`src/rtl/video_format_reporter_pkg.sv`:
```
// Shared types and constants for the video format reporter.
// Optional feature macro used by the top: FORMAT_HOLD_EN.
package video_format_reporter_pkg;

  // Width of a BVM format code
  localparam int unsigned FMT_W = 8;

  // Code meaning "no format"
  localparam logic [FMT_W-1:0] FMT_NONE = 8'h00;

  // Default timing at 50 MHz: 1 ms sample period, 8 stable samples, 100 ms ack window
  localparam int unsigned DEF_SAMPLE_DIV   = 50000;
  localparam int unsigned DEF_STABLE_COUNT = 8;
  localparam int unsigned DEF_ACK_TIMEOUT  = 5000000;

  // Host handshake FSM states
  typedef enum logic [1:0] {
    ST_IDLE    = 2'd0,
    ST_REQ     = 2'd1,
    ST_RELEASE = 2'd2
  } state_t;

  // Reported code is usable by the host: nonzero, acknowledged and not parked on a held zero
  function automatic logic fmt_is_valid(input logic [FMT_W-1:0] fmt,
                                        input logic             pending,
                                        input logic             zero_held);
    return (fmt != FMT_NONE) && !pending && !zero_held;
  endfunction

endpackage

```
`src/rtl/video_format_reporter_sync_2ff.sv`:
```
// Two-flop synchronizer for signals entering the clk domain.
module sync_2ff #(
  parameter int unsigned WIDTH = 1
) (
  input  logic             clk,
  input  logic             reset_x,
  input  logic [WIDTH-1:0] d,
  output logic [WIDTH-1:0] q
);

  logic [WIDTH-1:0] meta;

  // Metastability stage followed by the stable output stage
  always_ff @(posedge clk or negedge reset_x) begin
    if (!reset_x) begin
      meta <= '0;
      q    <= '0;
    end else begin
      meta <= d;
      q    <= meta;
    end
  end

endmodule

```
`src/rtl/video_format_reporter.sv`:
```
// Video format reporter: qualifies the raw detector format code by repeated
// sampling and reports changes to the host over a 4-phase req/ack handshake.
// Build option: define FORMAT_HOLD_EN to keep the last nonzero code on the
// output when the detector reports code 0 (no request, format_valid cleared).
module video_format_reporter
  import video_format_reporter_pkg::*;
#(
  parameter int unsigned SAMPLE_DIV   = DEF_SAMPLE_DIV,
  parameter int unsigned STABLE_COUNT = DEF_STABLE_COUNT,
  parameter int unsigned ACK_TIMEOUT  = DEF_ACK_TIMEOUT
) (
  input  logic       clk_50mhz_in,
  input  logic       reset_x,
  input  logic [7:0] format_in,
  input  logic       host_ack,
  output logic [7:0] format_out,
  output logic       format_valid,
  output logic       change_req,
  output logic       timeout_err
);

  localparam int unsigned SAMP_W = $clog2(SAMPLE_DIV + 1);
  localparam int unsigned STAB_W = $clog2(STABLE_COUNT + 1);
  localparam int unsigned ACK_W  = $clog2(ACK_TIMEOUT + 1);

  logic [FMT_W-1:0]  fmt_sync;
  logic              ack_sync;

  logic [SAMP_W-1:0] samp_cnt;
  logic              tick_c;

  logic [FMT_W-1:0]  candidate;
  logic [STAB_W-1:0] stable_cnt;
  logic              stable_full_c;
  logic              qualified_c;
  logic              hold_zero_c;
  logic              restore_c;

  state_t            state;
  state_t            state_nxt;
  logic              pending;
  logic              pending_nxt;
  logic              zero_held;
  logic              zero_held_nxt;
  logic [ACK_W-1:0]  ack_cnt;
  logic [ACK_W-1:0]  ack_cnt_nxt;
  logic [FMT_W-1:0]  format_out_nxt;
  logic              format_valid_nxt;
  logic              change_req_nxt;
  logic              timeout_err_nxt;

  sync_2ff #(.WIDTH(FMT_W)) u_sync_fmt (
    .clk     (clk_50mhz_in),
    .reset_x (reset_x),
    .d       (format_in),
    .q       (fmt_sync)
  );

  sync_2ff #(.WIDTH(1)) u_sync_ack (
    .clk     (clk_50mhz_in),
    .reset_x (reset_x),
    .d       (host_ack),
    .q       (ack_sync)
  );

  // Free-running sample divider; the tick marks its last count
  always_ff @(posedge clk_50mhz_in or negedge reset_x) begin
    if (!reset_x) begin
      samp_cnt <= '0;
    end else if (samp_cnt == SAMP_W'(SAMPLE_DIV - 1)) begin
      samp_cnt <= '0;
    end else begin
      samp_cnt <= samp_cnt + SAMP_W'(1);
    end
  end

  assign tick_c = (samp_cnt == SAMP_W'(SAMPLE_DIV - 1));

  // Candidate tracking: count identical consecutive samples, restart on any difference
  always_ff @(posedge clk_50mhz_in or negedge reset_x) begin
    if (!reset_x) begin
      candidate  <= FMT_NONE;
      stable_cnt <= '0;
    end else if (tick_c) begin
      if (fmt_sync == candidate) begin
        if (stable_cnt != STAB_W'(STABLE_COUNT)) begin
          stable_cnt <= stable_cnt + STAB_W'(1);
        end
      end else begin
        candidate  <= fmt_sync;
        stable_cnt <= STAB_W'(1);
      end
    end
  end

  assign stable_full_c = (stable_cnt == STAB_W'(STABLE_COUNT));
  assign qualified_c   = stable_full_c && (candidate != format_out);

`ifdef FORMAT_HOLD_EN
  // A qualified zero parks the output instead of being reported
  assign hold_zero_c = (candidate == FMT_NONE);
`else
  assign hold_zero_c = 1'b0;
`endif

  // Detector returned to the code already on the output while parked on zero
  assign restore_c = zero_held && stable_full_c && (candidate == format_out) &&
                     (candidate != FMT_NONE);

  // FSM and output registers
  always_ff @(posedge clk_50mhz_in or negedge reset_x) begin
    if (!reset_x) begin
      state        <= ST_IDLE;
      pending      <= 1'b0;
      zero_held    <= 1'b0;
      ack_cnt      <= '0;
      format_out   <= FMT_NONE;
      format_valid <= 1'b0;
      change_req   <= 1'b0;
      timeout_err  <= 1'b0;
    end else begin
      state        <= state_nxt;
      pending      <= pending_nxt;
      zero_held    <= zero_held_nxt;
      ack_cnt      <= ack_cnt_nxt;
      format_out   <= format_out_nxt;
      format_valid <= format_valid_nxt;
      change_req   <= change_req_nxt;
      timeout_err  <= timeout_err_nxt;
    end
  end

  // Next-state and output logic for the host handshake
  always_comb begin
    state_nxt       = state;
    pending_nxt     = pending;
    zero_held_nxt   = zero_held;
    ack_cnt_nxt     = '0;
    format_out_nxt  = format_out;
    change_req_nxt  = change_req;
    timeout_err_nxt = timeout_err;

    case (state)
      ST_IDLE: begin
        change_req_nxt = 1'b0;
        if ((qualified_c && !hold_zero_c) || (pending && tick_c)) begin
          // A retry with a parked zero candidate re-announces the held code
          if (!hold_zero_c) begin
            format_out_nxt = candidate;
          end
          zero_held_nxt  = 1'b0;
          pending_nxt    = 1'b1;
          change_req_nxt = 1'b1;
          state_nxt      = ST_REQ;
        end else if (qualified_c) begin
          zero_held_nxt = 1'b1;
        end else if (restore_c) begin
          zero_held_nxt = 1'b0;
        end
      end

      ST_REQ: begin
        if (ack_sync) begin
          pending_nxt     = 1'b0;
          timeout_err_nxt = 1'b0;
          change_req_nxt  = 1'b0;
          state_nxt       = ST_RELEASE;
        end else if (ack_cnt == ACK_W'(ACK_TIMEOUT - 1)) begin
          // Give up this attempt; pending stays set so IDLE retries on a tick
          change_req_nxt  = 1'b0;
          timeout_err_nxt = 1'b1;
          state_nxt       = ST_IDLE;
        end else begin
          ack_cnt_nxt = ack_cnt + ACK_W'(1);
        end
      end

      ST_RELEASE: begin
        change_req_nxt = 1'b0;
        if (!ack_sync) begin
          state_nxt = ST_IDLE;
        end
      end

      default: begin
        change_req_nxt = 1'b0;
        state_nxt      = ST_IDLE;
      end
    endcase

    format_valid_nxt = fmt_is_valid(format_out_nxt, pending_nxt, zero_held_nxt);
  end

endmodule

```
`config.mk`:
```
export PLATFORM = sky130hd
export DESIGN_NAME = video_format_reporter
export DESIGN_NICKNAME = d
export VERILOG_FILES = /design/src/rtl/video_format_reporter_pkg.sv /design/src/rtl/video_format_reporter_sync_2ff.sv /design/src/rtl/video_format_reporter.sv
export SDC_FILE = /design/constraint.sdc
export NUM_CORES = 1
export LEC_CHECK = 0
export CORE_MARGIN = 1.5
export CORE_UTILIZATION = 40
export CTS_BUF_LIST = sky130_fd_sc_hd__clkbuf_8
export CTS_CLUSTER_SIZE = 40
export DETAILED_ROUTE_END_ITERATION = 7
export GPL_TIMING_DRIVEN = 0
export PLACE_DENSITY_LB_ADDON = 0.2
export SYNTH_ARGS = -nofsm -noshare
export SYNTH_HDL_FRONTEND = slang
export SYNTH_SLANG_ARGS = --single-unit
```
`constraint.sdc`:
```
create_clock -name clk_50mhz_in -period 2.3 [get_ports clk_50mhz_in]
set_input_delay 0.46 -clock clk_50mhz_in [delete_from_list [all_inputs] [get_ports clk_50mhz_in]]
set_output_delay 0.46 -clock clk_50mhz_in [all_outputs]
set_load 0.02 [all_outputs]
```
==> reports/qor.yml, run 1 <==
routing:
  wl_um: 6400
  vias: 2346
  first_iter_violations: 73
  wl_per_cell_um: 13.9
  route.detailed.drc: 0
  drt-pass1-iter-count: 4
  drtAntennaViolNets: 0
  avgViaCountPerCell: 5.10
finish:
  drive_above_1_share_pct: 13.6
  layout.cells.non_filler: 460
  layout_commonest_cell: "dfrtp_1"
  ff_latch_area_mm2: 0.00210
  fin_area_mm2: 0.00428
  nFillCells: 815
  n_antenna_cell: 0
  num-nets-final: 363
  mostFrequentLayoutCells: "dfrtp_1 (84), nor2_1 (42), xnor2_1 (36)"
  multi_input_area_mm2: 0.00152
  syn2layout_area_growth_pct: 15.5
floorplanning:
  rows: 34
  die_area_mm2: 0.00985
  initial_core_util_pct: 41.9
  io-pin-count: 22
  die_w_um: 99.3
  fp.dieH_um: 99.3
  core_mm2: 0.00885
worst_setup_path:
  rrSetupSlack_ps: 350
  crit_type: "flip-flop to flip-flop"
  end_kind: "flip-flop"
  crit_fanout: 10
  critPathArrivalTime_ps: 2180
  crit_required_ps: 2530
  ff2ff_path_depth: 7
  cp.buffers_inverters: 1
  crit_start: "samp_cnt[0]"
  r2r_start: "samp_cnt[0]"
  cp_cell_sequence: "ha_1 -> and3_1 -> buf_2 -> and4_4 -> nand3_1 -> nand2_2 -> mux2_2"
  cpPeakStageDelay_ps: 380
  rr_endpoint: "format_out[6]"
  critPathTopFamily: "simple AND/OR/NAND/NOR gates"
  cp_slowest_cell: "dfrtp_1"
  cp-start-kind: "flip-flop"
synth:
  yosysWarnings: 0
  ys.flop_type: "dfrtp_1"
  synth_cell_types: 46
  ys_seq_area_share_pct: 56.7
  synth_edf_count: 0
  synthesis.nets: 330
  ys_async_sr_fraction_pct: 100
  syn_avg_cell_area_um2: 11.8
  synth_area_mm2: 0.00371
  synth_cells: 315
  synth_seq_cells: 84
timing:
  rsz0062_at_grt: "false"
  finalSetupViolCount: 0
  max_slew_margin_pct: 61.2
  finalCritPeriodShare_pct: 84.9
  worst_pin_slew_ps: 577
  maxSlewViolCount: 0
  fin_tns_setup_ps: 0
  finClkSkew_ps: 14.5
  max_freq_mhz: 512
  post-route-min-period_ps: 1950
  hold_viol: 0
clock_tree:
  cts-root-buf: "clkbuf_8"
  ctsResizeCount: 0
  cts_tree: "yes"
  clockBufferDepth: 2
  h-tree-depth: 3
  cts_hold_buf: 0
  cts.sinks: 84
  clock_latency_ps: 350
  cts_inserted_buffers: 9
  cts.clk_slew.worst_paths_ps: 90
  cts_setup_buffers: 0
power:
  combPwrFrac_pct: 2.1
  p_sw_w: 0.000550
  pwr-share-clk_pct: 41.6
  sw_frac_of_total_pct: 20.7
  internal_power_w: 0.00211
  power_frac_seq_pct: 56.3
  p_per_area_mw_per_mm2: 622
  ir_drop_uv: 466
  p_leak_nw: 1.83
placed_design:
  port_buffers: 21
  dp_hpwl_um: 4410
  place_area_mm2: 0.00408
  gp_congestion: 0.768
  placed_cells: 445
run:
  drv_cap: 0
status:
  outcome: "finished, final reports clean"
global_route:
  grt_pass1_wl_um: 11600
  grt_pass1_vias: 2457
  grt.overflow.total: 0
  grt_start_max_net_pins: 55
  antenna_found_initial: 0
  grt_usage_pct: 14.7
worst_hold_path:
  hold_path.class: "input pin to asynchronous set/reset pin"
[flip-flops by register name, indices dropped and copies added, names as in the netlist, 2 cells and up]
name	cells
stable_cnt	4
samp_cnt	16
candidate	8
u_sync_fmt.q	8
format_out	8
state	2
u_sync_fmt.meta	8
ack_cnt	23
[logic make-up after synthesis]
| kind of cell | count (synthesis) | synth area share, % |
|---|---|---|
| buf+inv | 13 | 2.36 |
| flops | 84 | 56.7 |
| fa+ha+maj | 4 | 1.35 |
| simple gates | 129 | 19.3 |
| compound gates | 18 | 3.31 |
| xor+xnor | 50 | 11.8 |
| mux | 17 | 5.13 |
[metal layers]
| metal | wire length (um) | global-route usage [%] | up-vias |
|---|---|---|---|
| met2 | 2920 | 23.0 | 34 |
| met4 | 109 | 6.83 | 0 |
| met1 | 3230 | 20.1 | 1157 |
| met5 | 0 | 0 | - |
| met3 | 135 | 2.67 | 8 |
| li1 | - | - | 1147 |
[Yosys cell counts, drive strengths merged (2+ instances only)]
master / number / share of area [%]
dfrtp: 84 / 57
nand4: 12 / 2.2
o21ai: 5 / 0.68
nor2: 43 / 4.6
and3: 5 / 0.84
or4: 3 / 0.61
xnor2: 36 / 8.5
nand2: 19 / 2.1
and4bb: 2 / 0.68
ha: 4 / 1.4
buf: 5 / 1.6
inv: 8 / 0.81
a21oi: 2 / 0.27
nand3: 12 / 1.6
mux2: 16 / 4.9
nor4: 6 / 1.2
and2: 5 / 0.84
nor2b: 3 / 0.51
nor3: 9 / 1.4
and4: 6 / 1.5
xor2: 14 / 3.3
[power groups by stage]
stage	clock, W	combinational [W]	sequential, W
after floorplan	0	0.00000721	0.00153
after global placement	0	0.0000552	0.00153
after detailed placement	0	0.0000604	0.00153
after CTS	0.00114	0.0000604	0.00150
after global routing	0.00120	0.0000664	0.00150
final	0.00111	0.0000567	0.00150
[area by class of cell]
type                            count  area share, %
Sequential cell                    84           49.1
Multi-Input combinational cell    218           35.4
Timing Repair Buffer               22           5.49
Clock buffer                        9           2.89
Clock inverter                      6           1.90
Buffer                              5           1.34
Inverter                            8          0.701
Tap cell                          108           3.16
[worst max path at each step]
stage                               to  slack, ps  cells past startpoint
global route             format_out[7]        190                      7
floorplan                format_out[0]        520                      7
detailed placement       format_out[0]        350                      7
finish                   format_out[6]        350                      7
global placement    u_sync_fmt.meta[1]      -2320                      1
CTS                      format_out[6]        320                      7
[through the flow]
| stage | total power (W) | util, % | setup slack, ps | hold slack (ps) |
|---|---|---|---|---|
| 3_5_place_dp | 0.00159 | 46.1 | 353 | 335 |
| 2_1_floorplan | 0.00153 | - | 521 | 164 |
| 6_report | 0.00266 | 48.4 | 346 | 28.2 |
| 3_3_place_gp | 0.00158 | 45.8 | -2320 | 332 |
| 5_1_grt | 0.00277 | 48.4 | 186 | 49.6 |
| 4_1_cts | 0.00270 | 48.4 | 325 | 34.4 |
(Power assumes the default switching activity.)
==> inputs of run 2 (changes only) <==
==> constraint.sdc (replaced) <==
create_clock -name clk_50mhz_in -period 1.9 [get_ports clk_50mhz_in]
set_input_delay 0.38 -clock clk_50mhz_in [delete_from_list [all_inputs] [get_ports clk_50mhz_in]]
set_output_delay 0.38 -clock clk_50mhz_in [all_outputs]
set_load 0.02 [all_outputs]
==> reports/qor.yml, run 2 (same netlist as run 1, synthesis figures left out) <==
status:
  outcome: "finished, final reports clean"  # unchanged
placed_design:
  port_buffers: 21  # unchanged
  post-place-ws_ps: -47.2  # was 353 ps
  placed_cells: 445  # unchanged
  dp_hpwl_um: 4410  # unchanged
  place_area_mm2: 0.00408  # unchanged
  gp_congestion: 0.768  # unchanged
floorplanning:
  die_w_um: 99.3  # unchanged
  initial_core_util_pct: 41.9  # unchanged
  core_mm2: 0.00885  # unchanged
  die_area_mm2: 0.00985  # unchanged
  io-pin-count: 22  # unchanged
  fp.dieH_um: 99.3  # unchanged
  rows: 34  # unchanged
worst_setup_path:
  critPathArrivalTime_ps: 2090  # was 2180 ps
  rrSetupSlack_ps: 40  # was 350 ps
  crit_start: "samp_cnt[4]"  # was samp_cnt[0]
  cp-start-kind: "flip-flop"  # unchanged
  crit_required_ps: 2130  # was 2530 ps
  ff2ff_path_depth: 5  # was 7
  crit_fanout: 6  # was 10
  end_kind: "flip-flop"  # unchanged
  crit_type: "flip-flop to flip-flop"  # unchanged
  r2r_start: "samp_cnt[4]"  # was samp_cnt[0]
routing:
  drtAntennaViolNets: 0  # unchanged
  wl_per_cell_um: 14.4  # was 13.9 um
  first_iter_violations: 106  # was 73
  vias: 2416  # was 2346
  avgViaCountPerCell: 5.14  # was 5.10
  drt-pass1-iter-count: 4  # unchanged
  wl_um: 6780  # was 6400 um
  route.detailed.drc: 0  # unchanged
finish:
  nFillCells: 780  # was 815
  layout.cells.non_filler: 470  # was 460
  multi_input_area_mm2: 0.00163  # was 0.00152 mm2
  fin_area_mm2: 0.00449  # was 0.00428 mm2
  num-nets-final: 373  # was 363
  reg_top3: "ack_cnt x23, samp_cnt x16"  # unchanged
  syn2layout_area_growth_pct: 21.1  # was 15.5%
  mostFrequentLayoutCells: "dfrtp_1 (82), nor2_1 (41), xnor2_1 (36)"  # was dfrtp_1 (84), nor2_1 (42), xnor2_1 (36)
  ff_latch_area_mm2: 0.00210  # about the same
  layout_commonest_cell: "dfrtp_1"  # unchanged
  drive_above_1_share_pct: 18.8  # was 13.6%
  largest-register: "ack_cnt"  # unchanged
  n_antenna_cell: 0  # unchanged
  largest_reg_flops: 23  # unchanged
timing:
  max_freq_mhz: 538  # was 512 MHz
  finalSetupViolCount: 0  # unchanged
  maxSlewViolCount: 0  # unchanged
  finClkSkew_ps: 16.0  # was 14.5 ps
  hold_viol: 0  # unchanged
  max_slew_margin_pct: 60.8  # was 61.2%
  finalCritPeriodShare_pct: 97.8  # was 84.9%
  worst_pin_slew_ps: 583  # was 577 ps
  fin_tns_setup_ps: 0  # unchanged
  worst_slack_ps: 41.0  # was 346 ps
  rsz0062_at_grt: "true"  # was false
  post-route-min-period_ps: 1860  # was 1950 ps
global_route:
  grt_pass1_vias: 2478  # was 2457
  grt_usage_pct: 15.1  # was 14.7%
  grt_pass1_wl_um: 11800  # was 11600 um
  antenna_found_initial: 0  # unchanged
  grt.overflow.total: 0  # unchanged
  grt_start_max_net_pins: 55  # unchanged
power:
  p_per_area_mw_per_mm2: 720  # was 622 mW/mm2
  p_leak_nw: 1.90  # was 1.83 nW
  ir_drop_uv: 565  # was 466 uV
worst_hold_path:
  hold_depth: 0
  hold_path.class: "flip-flop to flip-flop"  # was input pin to asynchronous set/reset pin
  hp-start: "u_sync_fmt.meta[7]"
clock_tree:
  cts-root-buf: "clkbuf_8"  # unchanged
  clockBufferDepth: 2  # unchanged
  h-tree-depth: 3  # unchanged
  cts_inserted_buffers: 9  # unchanged
  cts.sinks: 84  # unchanged
  cts.clk_slew.worst_paths_ps: 90  # about the same
  clock_latency_ps: 350  # about the same
  cts_tree: "yes"  # unchanged
run:
  drv_cap: 0  # unchanged
-- run 2: changes by cell type in the layout (fill, tap and decap cells not counted), sizes merged --
cell / previous run / this run
buf: 7 / 15
nand2: 19 / 20
dlygate4sd3: 0 / 1
-- run 2: final timing paths --
path                                   endpoint
worst max-delay path              format_out[1]
worst min-delay path            u_sync_fmt.q[7]
worst max register to register    format_out[1]
worst min register to register  u_sync_fmt.q[7]
max in group asynchronous           ack_cnt[16]
min in group asynchronous           samp_cnt[6]
-- run 2: worst max-delay path: stages (launching register included) --
cell	delay, ps
dfrtp_1	460
and4bb_2	370
and4_4	270
nand3_4	140
nand2_4	150
mux2_2	340
-- run 2: power by group --
| part | switching (W) | internal [W] | leakage (nW) |
|---|---|---|---|
| sequential | 0.00000934 | 0.00181 | 1.11 |
| combinational | 0.0000406 | 0.0000306 | 0.684 |
| clock | 0.000624 | 0.000724 | 0.106 |
| total | 0.000674 | 0.00256 | 1.90 |
-- run 2: what timing repair did --
action                                 CTS  global route
resized for setup                        4            23
setup endpoints to repair               16            36
endpoints found under the hold margin   30             0
cloned                                   1             0
buffers inserted                         3             5
pin swaps                                2             6
hold buffers                             1             0
-- run 2: layout make-up --
cell class	count	share of cell area [%]
sequential	84	46.9
buffer	5	1.42
timing repair buffer	31	7.08
multi-input combinational	219	36.4
inverter	8	0.669
clock inverter	6	1.81
clock buffer	9	2.76
tap	108	3.01
-- run 2: through the flow --
step | utilization, % | hold WS [ps] | power, W
2_1_floorplan | - | 84.4 | 0.00186
3_5_place_dp | 46.1 | 335 | 0.00192
6_report | 50.7 | 351 | 0.00323
5_1_grt | 50.7 | 359 | 0.00335
3_3_place_gp | 45.8 | 332 | 0.00192
4_1_cts | 49.2 | 353 | 0.00327
-- run 2: routing by layer --
layer	routed length [um]	vias to the layer above	track usage (%)	part of all wire (%)
met5	0	-	0	0
met2	3160	41	23.7	47
met1	3340	1193	20.6	49
met4	108	0	6.61	1.6
li1	-	1174	-	-
met3	160	8	2.74	2.4
==> inputs of run 3 (changes only) <==
--- a/config.mk
+++ b/config.mk
@@ -12,6 +12,8 @@
 export DETAILED_ROUTE_END_ITERATION = 7
 export GPL_TIMING_DRIVEN = 0
 export PLACE_DENSITY_LB_ADDON = 0.2
+export RECOVER_POWER = 50
+export SLEW_MARGIN = 40
 export SYNTH_ARGS = -nofsm -noshare
 export SYNTH_HDL_FRONTEND = slang
 export SYNTH_SLANG_ARGS = --single-unit
==> reports/qor.yml, run 3 (same netlist as run 1, synthesis figures left out) <==
floorplanning:
  io-pin-count: 22  # unchanged
  initial_core_util_pct: 41.9  # unchanged
  rows: 34  # unchanged
  die_area_mm2: 0.00985  # unchanged
  fp.dieH_um: 99.3  # unchanged
  core_mm2: 0.00885  # unchanged
  die_w_um: 99.3  # unchanged
worst_hold_path:
  hp-start: "u_sync_fmt.meta[7]"  # unchanged
  hold_depth: 0  # unchanged
  hold_path.class: "flip-flop to flip-flop"  # unchanged
placed_design:
  gp_congestion: 0.768  # unchanged
  dp_hpwl_um: 4410  # about the same
  port_buffers: 21  # unchanged
clock_tree:
  cts_tree: "yes"  # unchanged
  h-tree-depth: 3  # unchanged
  clock_latency_ps: 350  # about the same
  clockBufferDepth: 2  # unchanged
  cts.sinks: 84  # unchanged
  cts_inserted_buffers: 9  # unchanged
  cts-root-buf: "clkbuf_8"  # unchanged
  cts.clk_slew.worst_paths_ps: 80  # was 90 ps
run:
  drv_cap: 0  # unchanged
timing:
  fin_tns_setup_ps: 0  # unchanged
  max_slew_margin_pct: 45.9  # was 60.8%
  hold_viol: 0  # unchanged
  maxSlewViolCount: 0  # unchanged
  finClkSkew_ps: 14.0  # was 16.0 ps
  finalSetupViolCount: 0  # unchanged
  post-route-min-period_ps: 1860  # about the same
  rsz0062_at_grt: "true"  # unchanged
  max_freq_mhz: 539  # was 538 MHz
  worst_pin_slew_ps: 812  # was 583 ps
  fin_hold_ws_ps: 351  # about the same
  finalCritPeriodShare_pct: 97.6  # was 97.8%
worst_setup_path:
  end_kind: "flip-flop"  # unchanged
  cpPeakStageDelay_ps: 370  # was 460 ps
  crit_required_ps: 2130  # about the same
  cp_cell_sequence: "ha_2 -> and3_4 -> buf_6 -> and4_4 -> nand3_4 -> nand2_4 -> mux2_2"  # was and4bb_2 -> and4_4 -> nand3_4 -> nand2_4 -> mux2_2
  cp.depth: 7  # was 5
  crit_start: "samp_cnt[0]"  # was samp_cnt[4]
  critPathTopFamily: "simple AND/OR/NAND/NOR gates"  # unchanged
  ff2ff_path_depth: 7  # was 5
  r2r_start: "samp_cnt[0]"  # was samp_cnt[4]
  cp-start-kind: "flip-flop"  # unchanged
  cp_slowest_cell: "dfrtp_1"  # unchanged
  cp.buffers_inverters: 1  # was 0
  critPathArrivalTime_ps: 2090  # about the same
  crit_type: "flip-flop to flip-flop"  # unchanged
  crit_fanout: 6  # unchanged
routing:
  first_iter_violations: 118  # was 106
  drtAntennaViolNets: 0  # unchanged
  wl_um: 6730  # was 6780 um
  wl_per_cell_um: 14.3  # was 14.4 um
  vias: 2417  # was 2416
  route.detailed.drc: 0  # unchanged
  avgViaCountPerCell: 5.14  # about the same
  drt-pass1-iter-count: 4  # unchanged
finish:
  syn2layout_area_growth_pct: 21.1  # about the same
  num-nets-final: 373  # unchanged
  layout_commonest_cell: "dfrtp_1"  # unchanged
  nFillCells: 783  # was 780
  largest_reg_flops: 23  # unchanged
  largest-register: "ack_cnt"  # unchanged
  mostFrequentLayoutCells: "dfrtp_1 (82), nor2_1 (41), xnor2_1 (36)"  # unchanged
  drive_above_1_share_pct: 18.8  # unchanged
  n_antenna_cell: 0  # unchanged
  fin_util_pct: 50.7  # about the same
  reg_top3: "ack_cnt x23, samp_cnt x16"  # unchanged
power:
  fin_total_pwr_w: 0.00323  # about the same
  p_per_area_mw_per_mm2: 720  # about the same
  ir_drop_uv: 563  # was 565 uV
  p_leak_nw: 1.91  # was 1.90 nW
status:
  outcome: "finished, final reports clean"  # unchanged
global_route:
  grt_pass1_vias: 2475  # was 2478
  grt_pass1_wl_um: 11800  # about the same
  antenna_found_initial: 0  # unchanged
  grt.overflow.total: 0  # unchanged
  grt_usage_pct: 15.1  # unchanged
  grt_start_max_net_pins: 54  # was 55
## run 3: changes by cell type in the layout (fill, tap and decap cells not counted)
cell / previous run / this run
clkdlybuf4s50_1: 20 / 11
dlygate4sd3_1: 1 / 10
buf_4: 8 / 7
clkbuf_2: 0 / 1
## run 3: final timing paths
kind,slack [ps],to
max,40,format_out[1]
min,350,u_sync_fmt.q[7]
max reg2reg,40,format_out[1]
min reg2reg,350,u_sync_fmt.q[7]
max in group asynchronous,510,ack_cnt[16]
min in group asynchronous,650,samp_cnt[6]
## run 3: power breakdown
group	switching, W	total (W)	internal (W)
registers	0.00000933	0.00181	0.00181
logic	0.0000404	0.0000667	0.0000263
clock network	0.000624	0.00135	0.000724
## run 3: through the flow
step           setup WS, ps  std cells  area (um2)
2_1_floorplan           121        315        3710
3_3_place_gp          -2640        444        4050
3_5_place_dp          -47.2        445        4080
4_1_cts                6.87        465        4360
5_1_grt               -25.8        470        4490
6_report               44.8        470        4490
## run 3: routing by layer
layer,global-route usage [%],routed length [um],up-vias
li1,-,-,1175
met1,20.6,3330,1195
met2,23.7,3130,39
met3,2.74,164,8
met4,6.61,108,0
met5,0,0,-
## run 3: area by class of cell
class | count | area, um2 | share of cell area (%)
plain buffers | 5 | 63.8 | 1.42
clock buffers | 9 | 124 | 2.76
clock inverters | 6 | 81.3 | 1.81
inverters | 8 | 30.0 | 0.669
multi-input cells | 219 | 1630 | 36.4
flip-flops and latches | 84 | 2100 | 46.9
well taps | 108 | 135 | 3.01
repair buffers | 31 | 315 | 7.03
## run 3: repair_timing
action,4_1_cts,5_1_grt
endpoints found under the hold margin,31,0
endpoints found under the setup margin,16,36
buffers inserted,3,5
cloned,1,0
hold buffers,1,0
resized for setup,4,23
pin swaps,2,6
